==> src/rtl/board_pkg.sv <==
// Shared types for the board occupancy tracker: cell owner encoding and
// the free-cell search FSM states.
package board_pkg;

  localparam logic [1:0] ENC_EMPTY = 2'b00;
  localparam logic [1:0] ENC_PL    = 2'b01;
  localparam logic [1:0] ENC_PC    = 2'b10;

  typedef enum logic [1:0] {
    EMPTY = ENC_EMPTY,
    PL    = ENC_PL,
    PC    = ENC_PC
  } cell_t;

  typedef enum logic [1:0] {
    IDLE = 2'd0,
    SCAN = 2'd1,
    RESP = 2'd2
  } find_state_t;

endpackage

==> src/rtl/board_cell.sv <==
// One board cell: owner register with first-writer-wins, PC priority on a
// simultaneous write, and per-cycle newly_set / conflict strobes.
module board_cell
  import board_pkg::*;
(
  input  logic  clock,
  input  logic  reset,
  input  logic  clear,
  input  logic  pl_en,
  input  logic  pc_en,
  output cell_t state,
  output logic  newly_set,
  output logic  conflict
);

  logic is_empty;
  logic any_en;
  logic wipe;

  assign is_empty = (state == EMPTY);
  assign any_en   = pl_en | pc_en;
  assign wipe     = reset | clear;

  // enables during a wipe are dropped entirely, so they raise no strobes
  assign newly_set = !wipe && is_empty && any_en;
  assign conflict  = !wipe && any_en && (!is_empty || (pl_en && pc_en));

  always_ff @(posedge clock) begin
    if (wipe) begin
      state <= EMPTY;
    end else if (newly_set) begin
      state <= pc_en ? PC : PL;
    end
  end

endmodule

==> src/rtl/board_move_finder.sv <==
// Board occupancy tracker plus a rotating-start free-cell search used to
// pick the computer's move.
//
// state | meaning
// IDLE  | waiting for req; latches start offset on req
// SCAN  | examines one cell per cycle from the start offset, wrapping
// RESP  | resp_valid held with stable pos/full until resp_ready
module board_move_finder
  import board_pkg::*;
#(
  parameter int CELLS = 9,
  parameter int IDX_W = $clog2(CELLS),
  parameter int CNT_W = $clog2(CELLS + 1)
) (
  input  logic               clock,
  input  logic               reset,
  input  logic               clear,
  input  logic [CELLS-1:0]   pl_en,
  input  logic [CELLS-1:0]   pc_en,
  input  logic               req,
  input  logic               resp_ready,
  output logic               busy,
  output logic               resp_valid,
  output logic               resp_full,
  output logic [IDX_W-1:0]   resp_pos,
  output logic [2*CELLS-1:0] cell_state,
  output logic [CNT_W-1:0]   occ_count,
  output logic               board_full,
  output logic               wr_conflict
);

  localparam logic [1:0] ST_IDLE = IDLE;
  localparam logic [1:0] ST_SCAN = SCAN;
  localparam logic [1:0] ST_RESP = RESP;
  localparam logic [IDX_W-1:0] LAST_IDX = IDX_W'(CELLS - 1);

  function automatic logic [IDX_W-1:0] next_idx(input logic [IDX_W-1:0] cur);
    return (cur == LAST_IDX) ? '0 : cur + IDX_W'(1);
  endfunction

  cell_t            cell_q [CELLS];
  logic [CELLS-1:0] newly_set;
  logic [CELLS-1:0] conflict;
  logic [CNT_W-1:0] set_cnt;

  logic [1:0]       state;
  logic [IDX_W-1:0] start_ctr;
  logic [IDX_W-1:0] idx;
  logic [IDX_W-1:0] scanned;

  for (genvar i = 0; i < CELLS; i++) begin : g_cell
    board_cell u_cell (
      .clock     (clock),
      .reset     (reset),
      .clear     (clear),
      .pl_en     (pl_en[i]),
      .pc_en     (pc_en[i]),
      .state     (cell_q[i]),
      .newly_set (newly_set[i]),
      .conflict  (conflict[i])
    );
    assign cell_state[2*i +: 2] = cell_q[i];
  end

  always_comb begin
    set_cnt = '0;
    for (int i = 0; i < CELLS; i++) begin
      set_cnt = set_cnt + CNT_W'(newly_set[i]);
    end
  end

  // newly_set only fires on EMPTY cells, so the count cannot pass CELLS
  always_ff @(posedge clock) begin
    if (reset || clear) begin
      occ_count <= '0;
    end else begin
      occ_count <= occ_count + set_cnt;
    end
  end

  always_ff @(posedge clock) begin
    if (reset) begin
      wr_conflict <= 1'b0;
    end else begin
      wr_conflict <= |conflict;
    end
  end

  always_ff @(posedge clock) begin
    if (reset) begin
      start_ctr <= '0;
    end else begin
      start_ctr <= next_idx(start_ctr);
    end
  end

  always_ff @(posedge clock) begin
    if (reset || clear) begin
      state     <= ST_IDLE;
      idx       <= '0;
      scanned   <= '0;
      resp_pos  <= '0;
      resp_full <= 1'b0;
    end else begin
      case (state)
        ST_IDLE: begin
          if (req) begin
            idx     <= start_ctr;
            scanned <= '0;
            state   <= ST_SCAN;
          end
        end
        ST_SCAN: begin
          if (cell_q[idx] == EMPTY) begin
            resp_pos  <= idx;
            resp_full <= 1'b0;
            state     <= ST_RESP;
          end else begin
            idx     <= next_idx(idx);
            scanned <= scanned + IDX_W'(1);
            if (scanned == LAST_IDX) begin
              resp_full <= 1'b1;
              state     <= ST_RESP;
            end
          end
        end
        ST_RESP: begin
          if (resp_ready) begin
            state <= ST_IDLE;
          end
        end
        default: state <= ST_IDLE;
      endcase
    end
  end

  assign busy       = (state != ST_IDLE);
  assign resp_valid = (state == ST_RESP);
  assign board_full = (occ_count == CNT_W'(CELLS));

endmodule

==> config.mk <==
export PLATFORM = sky130hd
export DESIGN_NAME = board_move_finder
export DESIGN_NICKNAME = d
export VERILOG_FILES = /design/src/rtl/board_pkg.sv /design/src/rtl/board_cell.sv /design/src/rtl/board_move_finder.sv
export SDC_FILE = /design/constraint.sdc
export NUM_CORES = 1
export LEC_CHECK = 0
export CAP_MARGIN = 0
export CORE_ASPECT_RATIO = 0.6
export CORE_MARGIN = 3
export CORE_UTILIZATION = 34
export DETAILED_ROUTE_END_ITERATION = 10
export GPL_ROUTABILITY_DRIVEN = 1
export HOLD_SLACK_MARGIN = 0.05
export SLEW_MARGIN = 10
export SYNTH_ARGS = -nofsm -noshare
export SYNTH_HDL_FRONTEND = slang
export SYNTH_HIERARCHICAL = 1
export SYNTH_SLANG_ARGS = --single-unit
export TNS_END_PERCENT = 5
==> constraint.sdc <==
create_clock -name clock -period 5.34 [get_ports clock]
set_input_delay 1.335 -clock clock [delete_from_list [all_inputs] [get_ports clock]]
set_output_delay 1.335 -clock clock [all_outputs]
set_load 0.01 [all_outputs]
==> results of run 1 <==
-- report_power, final --
part           switching [mW]  internal (mW)  leakage [nW]
Combinational          0.0931         0.0942         0.913
Clock                   0.124          0.171        0.0640
Sequential             0.0192          0.328         0.342
Total                   0.237          0.594          1.32
-- routing by layer --
metal	wire (microns)	track usage [%]	up-vias
met2	2460	21.3	61
met1	3670	23.9	1046
met4	72	3.17	0
met5	0	0	-
li1	-	-	1191
met3	410	4.56	7
-- placed cells by master, fill, tap and decap left out, types with 2 or more instances in the layout --
cell / instances
clkdlybuf4s50_1: 53
dfxtp_1: 42
inv_1: 40
nand2_1: 35
a21oi_1: 31
nor2_1: 20
or2_2: 11
o22ai_1: 11
nor4_1: 11
ha_1: 11
nand2b_1: 10
mux2i_1: 10
or3b_1: 9
o21ai_0: 6
nand3_1: 6
fa_1: 6
clkbuf_16: 5
nor3_1: 4
nor3b_1: 3
xor2_1: 3
xnor2_1: 3
nor2b_1: 2
or3_4: 2
nor4b_1: 2
o211ai_1: 2
nand3b_1: 2
clkbuf_1: 2
buf_4: 2
-- worst max path at each step --
stage               start            to  depth (start not counted)
floorplan           clear  occ_count[2]                         14
global placement    clear  occ_count[2]                         15
detailed placement  reset  occ_count[2]                         15
CTS                 reset  occ_count[2]                         15
global route        reset  occ_count[2]                         15
finish              reset  occ_count[2]                         15
-- state kept, by name (all words and copies together) (netlist names) --
signal	cells
g_cell.u_cell/state	18
idx	4
occ_count	4
resp_pos	4
scanned	4
start_ctr	4
state	2
resp_full	1
wr_conflict	1
-- logic make-up after synthesis --
logic type / share of synthesized area, %
mux: 4.23
flops: 32.0
buf+inv: 8.56
fa+ha+maj: 9.80
simple gates: 27.7
compound gates: 15.8
xor+xnor: 2.00
-- through the flow --
step	utilization [%]	area, sq um	power, mW
3_3_place_gp	43.8	3230	0.534
3_5_place_dp	43.8	3230	0.543
6_report	45.5	3360	0.830
2_1_floorplan	-	2630	0.466
4_1_cts	45.5	3360	0.840
5_1_grt	45.5	3360	0.881
-- final cells by class --
type | instances | area [sq um]
fill | 761 | 4020
multi-input combinational | 226 | 1570
sequential | 42 | 841
timing repair buffer | 55 | 546
inverter | 40 | 150
clock buffer | 7 | 133
tap | 104 | 130
-- worst max-delay path, delay by kind of cell --
kind	cells	cell delay, ns
fa+ha+maj	5	1.99
buf+inv	6	0.93
simple gates	3	0.64
xor+xnor	1	0.15
==> results_dict.tcl, run 1 <==
set metrics [dict create \
    cts.root.buffer_cell "clkbuf_16" \
    reg2reg_depth 13 \
    ctsLongestPathBuffers 2 \
    synth_top_area_share_pct 32.0 \
    worst_slew_pin_slew_ns 0.786 \
    finalCriticalPeriod_ns 4.88 \
    status "finished clean" \
    wl_microns 6610 \
    synth_common_cells "dfxtp_1, inv_1, nand2_1" \
    antenna_found_initial 0 \
    path_class "input pin to flip-flop" \
    finalCritPeriodShare_pct 91.5 \
    drive_above_1_share_pct 8.65 \
    cts.sinks 42 \
    grt_pass1_wl_microns 10900 \
    leakage_nw 1.32 \
    stdcell_count 474 \
    port-buffer-count 53 \
    cp_common_cell "inv_1" \
    critPathMaxFanout 12 \
    worst_ep_arrival_time_ns 5.05 \
    worst_r2r_startpoint "g_cell[4].u_cell/state[1]" \
    rsz0062_at_grt "false" \
    place_ws_ns 0.161 \
    critical-path-max-stage-delay_ns 0.59 \
    setup_tns_ns 0 \
    maxSlewHeadroom_pct 47.5 \
    drt-initial-drc-count 152 \
    hold_viol 0 \
    num_vias 2305 \
    finalClockSkew_ns 0.00346 \
    critical_path_required_ns 5.51 \
    fin_nets 410 \
    ant_nets 0 \
    vias_per_cell 4.86 \
    min_to "resp_pos[2]" \
    synthesis.area_sq_um 2630 \
    ios 54 \
    diodes 0 \
    cts_max_level 2 \
    worst_slack_ns 0.456 \
    ys_seq_elements 42 \
    gp_congestion 0.769 \
    vdd_drop_max_mv 0.182 \
    slew_viol_final 0 \
    syn_avg_cell_area_sq_um 8.35 \
    cts_tree "built" \
    grt_overflow 0 \
    cp-end-kind "flip-flop" \
    ys.flop_type "dfxtp_1" \
    ys_seq_area_share_pct 32.0 \
    start_kind "input pin" \
    async_reset_ff_share_pct 0 \
    post_cts_buffers 0 \
    yosysMostFrequentCell "dfxtp_1" \
    die_x_microns 120 \
    die_area_sq_um 8870 \
    path_cells "clkdlybuf4s50_1 > or2_2 > nor4_1 > inv_1 > fa_1 > inv_1 > fa_1 > inv_1 > fa_1 > inv_1 > ha_1 > inv_1 > fa_1 > xor2_1 > nor2_1" \
    rrSetupSlack_ns 2.04 \
    holdWs_ns 0.460 \
    firstDrtPassIters 4 \
    cp_slowest_cell "clkdlybuf4s50_1" \
    place_inst 467 \
    grt_max_degree 22 \
    synth_fp_nets 355 \
    min_path_cells 2 \
    ys_warn_count 6 \
    die_h_microns 74.1 \
    cts_resized 0 \
    cap_violations 0 \
    synth_area_leader_cell "dfxtp_1" \
    p_per_area_nw_per_um2 247 \
    area_delta_synth_final_pct 27.9 \
    initial_core_util_pct 35.6 \
    track_usage_pct 15.5 \
    path_clk_slew_ns 0.06 \
    rows 24 \
    first_global_vias 2174 \
    post-dp-hpwl_microns 5160 \
    setup_viol 0 \
    synth_cells 315 \
    core-area_sq_um 7390 \
    synthTopCellsByArea "dfxtp_1, a21oi_1, inv_1, ha_1, nand2_1" \
    min_from "resp_pos[2]" \
    avgRoutedWirePerCell_microns 13.9 \
    hp-class "flip-flop to flip-flop" \
    clock_latency_ns 0.28 \
    fmax_ghz 0.205 \
    rr_endpoint "occ_count[2]" \
    drc 0 \
    cts_buffers 5 \
    synth_enable_flop_cells 0 \
    ys_types 54 \
    postCtsHoldBufs 0 \
]
Power figures use the tool's default switching activity.
==> inputs of run 2 (changes only) <==
- SLEW_MARGIN: 10 -> default
==> results of run 2 <==
Same layout as run 1: the final DEF is identical, and so are final timing and power.
